$ cat src/rtl/iosys_tx_sched_if.sv
// Byte-stream bus between the iosys message sources, the TX scheduler and the
// UART transmitter. The slave view is the scheduler; the master view is everything around it.
interface iosys_tx_sched_if #(
  parameter int NREQ = 3
);
  logic [NREQ-1:0]   src_valid;
  logic [8*NREQ-1:0] src_data;
  logic [NREQ-1:0]   src_last;
  logic [NREQ-1:0]   src_ready;
  logic [7:0]        tx_data;
  logic              tx_start;
  logic              tx_busy;

  modport slave (
    input  src_valid, src_data, src_last, tx_busy,
    output src_ready, tx_data, tx_start
  );

  modport master (
    output src_valid, src_data, src_last, tx_busy,
    input  src_ready, tx_data, tx_start
  );
endinterface

$ cat src/rtl/iosys_tx_sched.sv
// Round-robin packet scheduler sharing one UART transmitter between NREQ byte
// sources. It sends whole packets only, with an idle gap between packets and an abort when a source stalls.
module iosys_tx_sched #(
  parameter int NREQ       = 3,
  parameter int GAP_CYCLES = 16,
  parameter int TIMEOUT    = 65535
) (
  input  logic            clk,
  input  logic            resetn,
  iosys_tx_sched_if.slave bus,
  output logic            grant_valid_o,
  output logic [2:0]      grant_idx_o,
  output logic            err_timeout_o
);
  // state | meaning
  // IDLE  | no grant; arbitrate among valid sources from rr_ptr
  // SEND  | granted source may hand over its next byte
  // WAIT  | one cycle for the transmitter busy flag to rise
  // GAP   | enforced idle time after a packet or an abort

  localparam int GAP_W = (GAP_CYCLES > 0) ? $clog2(GAP_CYCLES + 1) : 1;
  localparam int TO_W  = (TIMEOUT > 0) ? $clog2(TIMEOUT + 1) : 1;

  typedef enum logic [1:0] {IDLE, SEND, WAIT, GAP} state_t;

  localparam state_t REL_STATE = (GAP_CYCLES == 0) ? IDLE : GAP;

  state_t           state_q;
  logic [2:0]       grant_idx_q;
  logic [2:0]       rr_ptr_q;
  logic             grant_valid_q;
  logic             tx_start_q;
  logic             err_timeout_q;
  logic             last_flag_q;
  logic [7:0]       tx_data_q;
  logic [GAP_W-1:0] gap_cnt_q;
  logic [TO_W-1:0]  to_cnt_q;

  logic [NREQ-1:0]  gnt_oh;
  logic             g_valid;
  logic             g_last;
  logic [7:0]       g_data;
  logic             accept;
  logic             pick_found;
  logic [2:0]       pick_idx;
  logic [3:0]       pos;
  logic [2:0]       rr_ptr_d;
  logic [TO_W-1:0]  to_cnt_d;

  always_comb begin
    gnt_oh  = '0;
    g_valid = 1'b0;
    g_last  = 1'b0;
    g_data  = '0;
    for (int i = 0; i < NREQ; i++) begin
      gnt_oh[i] = (grant_idx_q == 3'(i));
      if (gnt_oh[i]) begin
        g_valid = bus.src_valid[i];
        g_last  = bus.src_last[i];
        g_data  = bus.src_data[8*i +: 8];
      end
    end
  end

  assign accept        = (state_q == SEND) && g_valid && !bus.tx_busy;
  assign bus.src_ready = {NREQ{accept}} & gnt_oh;

  // First valid source at rr_ptr, rr_ptr+1, ... wrapping modulo NREQ.
  always_comb begin
    pick_found = 1'b0;
    pick_idx   = '0;
    pos        = '0;
    for (int k = 0; k < NREQ; k++) begin
      pos = 4'(rr_ptr_q) + 4'(k);
      if (pos >= 4'(NREQ)) pos = pos - 4'(NREQ);
      for (int i = 0; i < NREQ; i++) begin
        if (!pick_found && (pos == 4'(i)) && bus.src_valid[i]) begin
          pick_found = 1'b1;
          pick_idx   = 3'(i);
        end
      end
    end
    rr_ptr_d = (pick_idx == 3'(NREQ - 1)) ? 3'd0 : pick_idx + 3'd1;
    to_cnt_d = to_cnt_q + TO_W'(1);
  end

  always_ff @(posedge clk) begin
    if (!resetn) begin
      state_q       <= IDLE;
      grant_idx_q   <= '0;
      rr_ptr_q      <= '0;
      grant_valid_q <= 1'b0;
      tx_start_q    <= 1'b0;
      err_timeout_q <= 1'b0;
      last_flag_q   <= 1'b0;
      tx_data_q     <= '0;
      gap_cnt_q     <= '0;
      to_cnt_q      <= '0;
    end else begin
      tx_start_q    <= 1'b0;
      err_timeout_q <= 1'b0;
      case (state_q)
        IDLE: begin
          if (pick_found) begin
            grant_idx_q   <= pick_idx;
            grant_valid_q <= 1'b1;
            rr_ptr_q      <= rr_ptr_d;
            to_cnt_q      <= '0;
            state_q       <= SEND;
          end
        end
        SEND: begin
          if (accept) begin
            tx_data_q   <= g_data;
            tx_start_q  <= 1'b1;
            last_flag_q <= g_last;
            to_cnt_q    <= '0;
            state_q     <= WAIT;
          end else if (!g_valid && !bus.tx_busy) begin
            // Only source stalls count; waiting on the transmitter is expected.
            if (to_cnt_d == TO_W'(TIMEOUT)) begin
              err_timeout_q <= 1'b1;
              grant_valid_q <= 1'b0;
              to_cnt_q      <= '0;
              gap_cnt_q     <= GAP_W'(GAP_CYCLES);
              state_q       <= REL_STATE;
            end else begin
              to_cnt_q <= to_cnt_d;
            end
          end
        end
        WAIT: begin
          if (last_flag_q) begin
            grant_valid_q <= 1'b0;
            gap_cnt_q     <= GAP_W'(GAP_CYCLES);
            state_q       <= REL_STATE;
          end else begin
            state_q <= SEND;
          end
        end
        GAP: begin
          if (gap_cnt_q <= GAP_W'(1)) begin
            gap_cnt_q <= '0;
            state_q   <= IDLE;
          end else begin
            gap_cnt_q <= gap_cnt_q - GAP_W'(1);
          end
        end
        default: state_q <= IDLE;
      endcase
    end
  end

  assign bus.tx_data    = tx_data_q;
  assign bus.tx_start   = tx_start_q;
  assign grant_valid_o  = grant_valid_q;
  assign grant_idx_o    = grant_idx_q;
  assign err_timeout_o  = err_timeout_q;

endmodule

$ cat src/flat_wrapper.sv
// flat-port wrapper written by rule: the top's interface ports become plain ports
module iosys_tx_sched_flat 
#(
  parameter int NREQ       = 3,
  parameter int GAP_CYCLES = 16,
  parameter int TIMEOUT    = 65535
)
  (clk, resetn, grant_valid_o, grant_idx_o, err_timeout_o, bus_src_valid, bus_src_data, bus_src_last, bus_tx_busy, bus_src_ready, bus_tx_data, bus_tx_start);
  iosys_tx_sched_if #(.NREQ(NREQ)) bus_i ();
  input  logic clk;
  input  logic resetn;
  output logic grant_valid_o;
  output logic [2:0] grant_idx_o;
  output logic err_timeout_o;
  input wire logic [$bits(bus_i.src_valid)-1:0] bus_src_valid;
  input wire logic [$bits(bus_i.src_data)-1:0] bus_src_data;
  input wire logic [$bits(bus_i.src_last)-1:0] bus_src_last;
  input wire logic [$bits(bus_i.tx_busy)-1:0] bus_tx_busy;
  output wire logic [$bits(bus_i.src_ready)-1:0] bus_src_ready;
  output wire logic [$bits(bus_i.tx_data)-1:0] bus_tx_data;
  output wire logic [$bits(bus_i.tx_start)-1:0] bus_tx_start;
  assign bus_i.src_valid = bus_src_valid;
  assign bus_i.src_data = bus_src_data;
  assign bus_i.src_last = bus_src_last;
  assign bus_i.tx_busy = bus_tx_busy;
  assign bus_src_ready = bus_i.src_ready;
  assign bus_tx_data = bus_i.tx_data;
  assign bus_tx_start = bus_i.tx_start;
  iosys_tx_sched #(.NREQ(NREQ), .GAP_CYCLES(GAP_CYCLES), .TIMEOUT(TIMEOUT)) u_core (.clk(clk), .resetn(resetn), .bus(bus_i), .grant_valid_o(grant_valid_o), .grant_idx_o(grant_idx_o), .err_timeout_o(err_timeout_o));
endmodule
$ cat config.mk
export PLATFORM = sky130hd
export DESIGN_NAME = iosys_tx_sched_flat
export DESIGN_NICKNAME = d
export VERILOG_FILES = /design/src/rtl/iosys_tx_sched_if.sv /design/src/rtl/iosys_tx_sched.sv /design/src/flat_wrapper.sv
export SDC_FILE = /design/constraint.sdc
export NUM_CORES = 1
export LEC_CHECK = 0
export CORE_MARGIN = 3
export CORE_UTILIZATION = 50
export DETAILED_ROUTE_END_ITERATION = 6
export GPL_TIMING_DRIVEN = 0
export PLACE_DENSITY = 0.76
export SLEW_MARGIN = 40
export SYNTH_ARGS = -nofsm -noshare
export SYNTH_HDL_FRONTEND = slang
export SYNTH_SLANG_ARGS = --single-unit
$ cat constraint.sdc
create_clock -name clk -period 3.3 [get_ports clk]
set_input_delay 0.99 -clock clk [delete_from_list [all_inputs] [get_ports clk]]
set_output_delay 0.99 -clock clk [all_outputs]
set_load 0.005 [all_outputs]
==> metrics.log <==
[metrics] Hold Violations, Final: 0
[metrics] transition time of the tightest slew-check pin: between 0.6 and 0.7 ns
[metrics] CTS tree: yes
[metrics] Detailed Place HPWL: 5.940 mm
[metrics] Antenna diodes: 0
[metrics] Setup TNS Final: 0 ns
[metrics] number of distinct standard cells referenced by the synthesized netlist: 66
[metrics] sequential fraction of the synthesis area: 0.2671
[metrics] hold-fix buffers at CTS: 0
[metrics] largest vdd supply drop: 0.3707 mV
[metrics] average wire per cell in the routed design: around 16 µm
[metrics] chip width: roughly 83 µm
[metrics] DRC violation count after routing: 0
[metrics] all-layer global routing usage: 0.2253
[metrics] Synth top area share: 0.2671
[metrics] fraction of final layout cells with drive strength greater than 1: 0.1045
[metrics] total power per unit cell area: approximately 590 mW/mm²
[metrics] WHS: roughly 0.51 ns
[metrics] Clock Sink Count: 40
[metrics] antenna viol nets, final: 0
[metrics] worst-case headroom to the max-slew limit: 0.5442
[metrics] routability congestion estimate: approximately 0.89
[metrics] worst hold-check path type: reg2reg
[metrics] Crit Path Class: in2out
[metrics] chip height: about 83 µm
[metrics] drt total wl: 8.068 mm
[metrics] maximum level of the CTS H-tree: 2
[metrics] maximum buffer depth of the clock tree: 2
[metrics] Syn Inst Count: 380
[metrics] clock tree root buffer cell: sky130_fd_sc_hd__clkbuf_8
[metrics] WP data required: around 2.3 ns
[metrics] global-route congestion overflow total: 0
[metrics] clock transition at the register clock pins on the worst setup and hold paths after CTS: 0.08 ns
[metrics] most common cell after layout, fill and taps aside: sky130_fd_sc_hd__nand2_1
[metrics] most used cells in the layout excluding fill and tap cells: sky130_fd_sc_hd__nand2_1 (49), sky130_fd_sc_hd__clkdlybuf4s50_1 (41), sky130_fd_sc_hd__dfxtp_1 (38), sky130_fd_sc_hd__nand3_1 (19), sky130_fd_sc_hd__a21oi_1 (17)
[metrics] result of the run: finished clean
[metrics] net count after synthesis: ~430
[metrics] fin nets: between 400 and 500
[metrics] share of the cycle needed by the critical path after routing: 0.9659
[metrics] maximum clock frequency: approximately 310 MHz
[metrics] pin count of the biggest net entering global routing: 14
[metrics] post-synthesis instance area: roughly 0.0030 mm²
[metrics] DR WL met3: roughly 400 µm
[metrics] overall via count from detail_route: around 3,000
[metrics] uppermost layer routed: met4
[metrics] vias in the first global route: ~2,800
[metrics] count of flip-flops with a built-in enable after synthesis: 0
[metrics] clock tree skew after final layout: 0.006387 ns
[metrics] first-pass GRT wire length: between 10 and 15 mm
[metrics] Met2 Routed Length: between 3 and 4 mm
[metrics] prevailing post-synth register cell: sky130_fd_sc_hd__dfxtp_1
[metrics] number of port buffers: 48
[metrics] total clock buffers created by CTS: 5
[metrics] total die area: about 0.0070 mm²
[metrics] leakage power of the design: between 1 and 1.5 nW
[metrics] final slew viol count: 0
[metrics] min cycle time layout: 3.188 ns
[metrics] synthesized flop and latch total: 40
[metrics] Area Overhead vs Synth: 25.25%
[metrics] starting DRC count in detailed routing: 195
[metrics] vias per inst: just under 6
[metrics] largest area contributor in the synthesized netlist: sky130_fd_sc_hd__dfxtp_1
[metrics] average cell area after synthesis: around 8 µm²
[metrics] wire length on met1: 3.739 mm
[metrics] boundary pin count: 50
[metrics] initial core utilization: 0.5314
[metrics] setup repair after global routing missed its margin: no
[metrics] post-synthesis async set-or-reset flop share: 0
[metrics] site row count: 27
[metrics] largest driver fanout on the critical path: 5
[metrics] placeable core area: around 0.0056 mm²
[metrics] number of antenna violations at the first check in global routing: 0
[metrics] total of endpoints with negative setup slack in the final report: 0
[metrics] top cells by area in the synthesized netlist: sky130_fd_sc_hd__dfxtp_1 (27%), sky130_fd_sc_hd__ha_1 (6.3%), sky130_fd_sc_hd__nand2_1 (6.3%)
[metrics] clock latency on the worst-skew pair: ~0.30 ns
[metrics] first-pass iteration count of the detailed router: 4
[metrics] Max-cap violations: 0
[metrics] data arrival at the endpoint of the critical path: about 2.2 ns
[metrics] nature of the critical path startpoint: primary input
[metrics] Yosys warning count: 0
[metrics] critical path endpoint category: output pin
kinds of logic (layout without fill, tap and decap cells):
logic type,after synthesis,count (layout),synth area share
and+or+nand+nor,169,169,0.3105
AOI/OAI and AO/OA,101,101,0.2479
DFF,40,40,0.2671
buffers and inverters,35,95,0.04883
adders and majority gates,15,15,0.06260
muxes,15,15,0.05008
xor gates and xnor gates,4,4,0.01169
other,1,1,0.001251
sequential cells by signal, summed over array words and instances (netlist names):
signal,cells
u_core.to_cnt_q,16
u_core.gap_cnt_q,5
u_core.bus.tx_data,8
u_core.err_timeout_o,1
u_core.grant_valid_o,1
u_core.grant_idx_o,2
u_core.bus.tx_start,1
u_core.last_flag_q,1
u_core.rr_ptr_q,3
u_core.state_q,2
critical path: stages:
cell                              delay, ns
sky130_fd_sc_hd__clkdlybuf4s15_2       0.23
sky130_fd_sc_hd__mux2i_1               0.09
sky130_fd_sc_hd__o2bb2ai_2             0.19
sky130_fd_sc_hd__buf_4                 0.14
sky130_fd_sc_hd__nand2_2               0.07
sky130_fd_sc_hd__nor3_2                0.22
sky130_fd_sc_hd__dlygate4sd2_1         0.27
cell type report:
cell class / instances / area, µm²
multi-input cells: 305 / 2090
fillers: 488 / 1887
flip-flops and latches: 40 / 803.3
repair buffers: 52 / 511.7
plain buffers: 24 / 107.6
well taps: 72 / 90.09
clock buffers: 5 / 68.82
clock inverters: 3 / 42.54
inverters: 11 / 41.29
synth_stat cells, drive strengths merged (7+ instances only):
master,n
nand3,19
a21boi,7
nand2b,10
nor3,9
a21oi,18
dfxtp,40
nand2,50
o211ai,11
ha,15
buf,9
nor2,14
o22ai,14
nand3b,8
clkbuf,15
o21ai,15
or3b,7
nand4,7
mux2i,15
inv,11
o211a,9
and3,13
per-stage QoR:
stage          total power [W]  cell area [µm²]  cells    util  setup WS, ns
6_report              0.002202             3755    512  0.6656        0.1124
5_1_grt               0.002357             3755    512  0.6656      0.007160
4_1_cts               0.002167             3730    512  0.6611      0.001066
3_5_place_dp          0.001725             3568    500  0.6325       -0.8748
3_3_place_gp          0.001701             3568    500  0.6325       -0.8433
2_1_floorplan         0.001394             2998    380       -        0.5477
routing by layer:
metal | track usage | up-vias
li1 | - | 1533
met3 | 0.04266 | 6
met4 | 0.05117 | 0
met5 | 0 | -
met1 | 0.2929 | 1441
met2 | 0.3863 | 71
path summary, 6_finish.rpt:
kind	start	end	slack, ns	depth (start not counted)
max	bus_src_valid[0]	bus_src_ready[0]	0.11	7
min	u_core.gap_cnt_q[1]$_SDFFE_PN0P_	u_core.gap_cnt_q[1]$_SDFFE_PN0P_	0.51	2
max reg2reg	u_core.rr_ptr_q[1]$_SDFFE_PN0P_	u_core.to_cnt_q[5]$_SDFFE_PN0P_	0.19	11
min reg2reg	u_core.gap_cnt_q[1]$_SDFFE_PN0P_	u_core.gap_cnt_q[1]$_SDFFE_PN0P_	0.51	2
power by group:
group	internal [W]	switching [W]	leakage [nW]
registers	0.000543	0.0000572	0.325
clock network	0.000224	0.000188	0.0541
logic	0.000514	0.000677	1.08
what timing repair did:
action                     CTS  global route
setup buffers                4             0
pin swaps                    3             1
setup endpoints to repair    7            16
resized for setup           14            13
(Power assumes the default switching activity.)
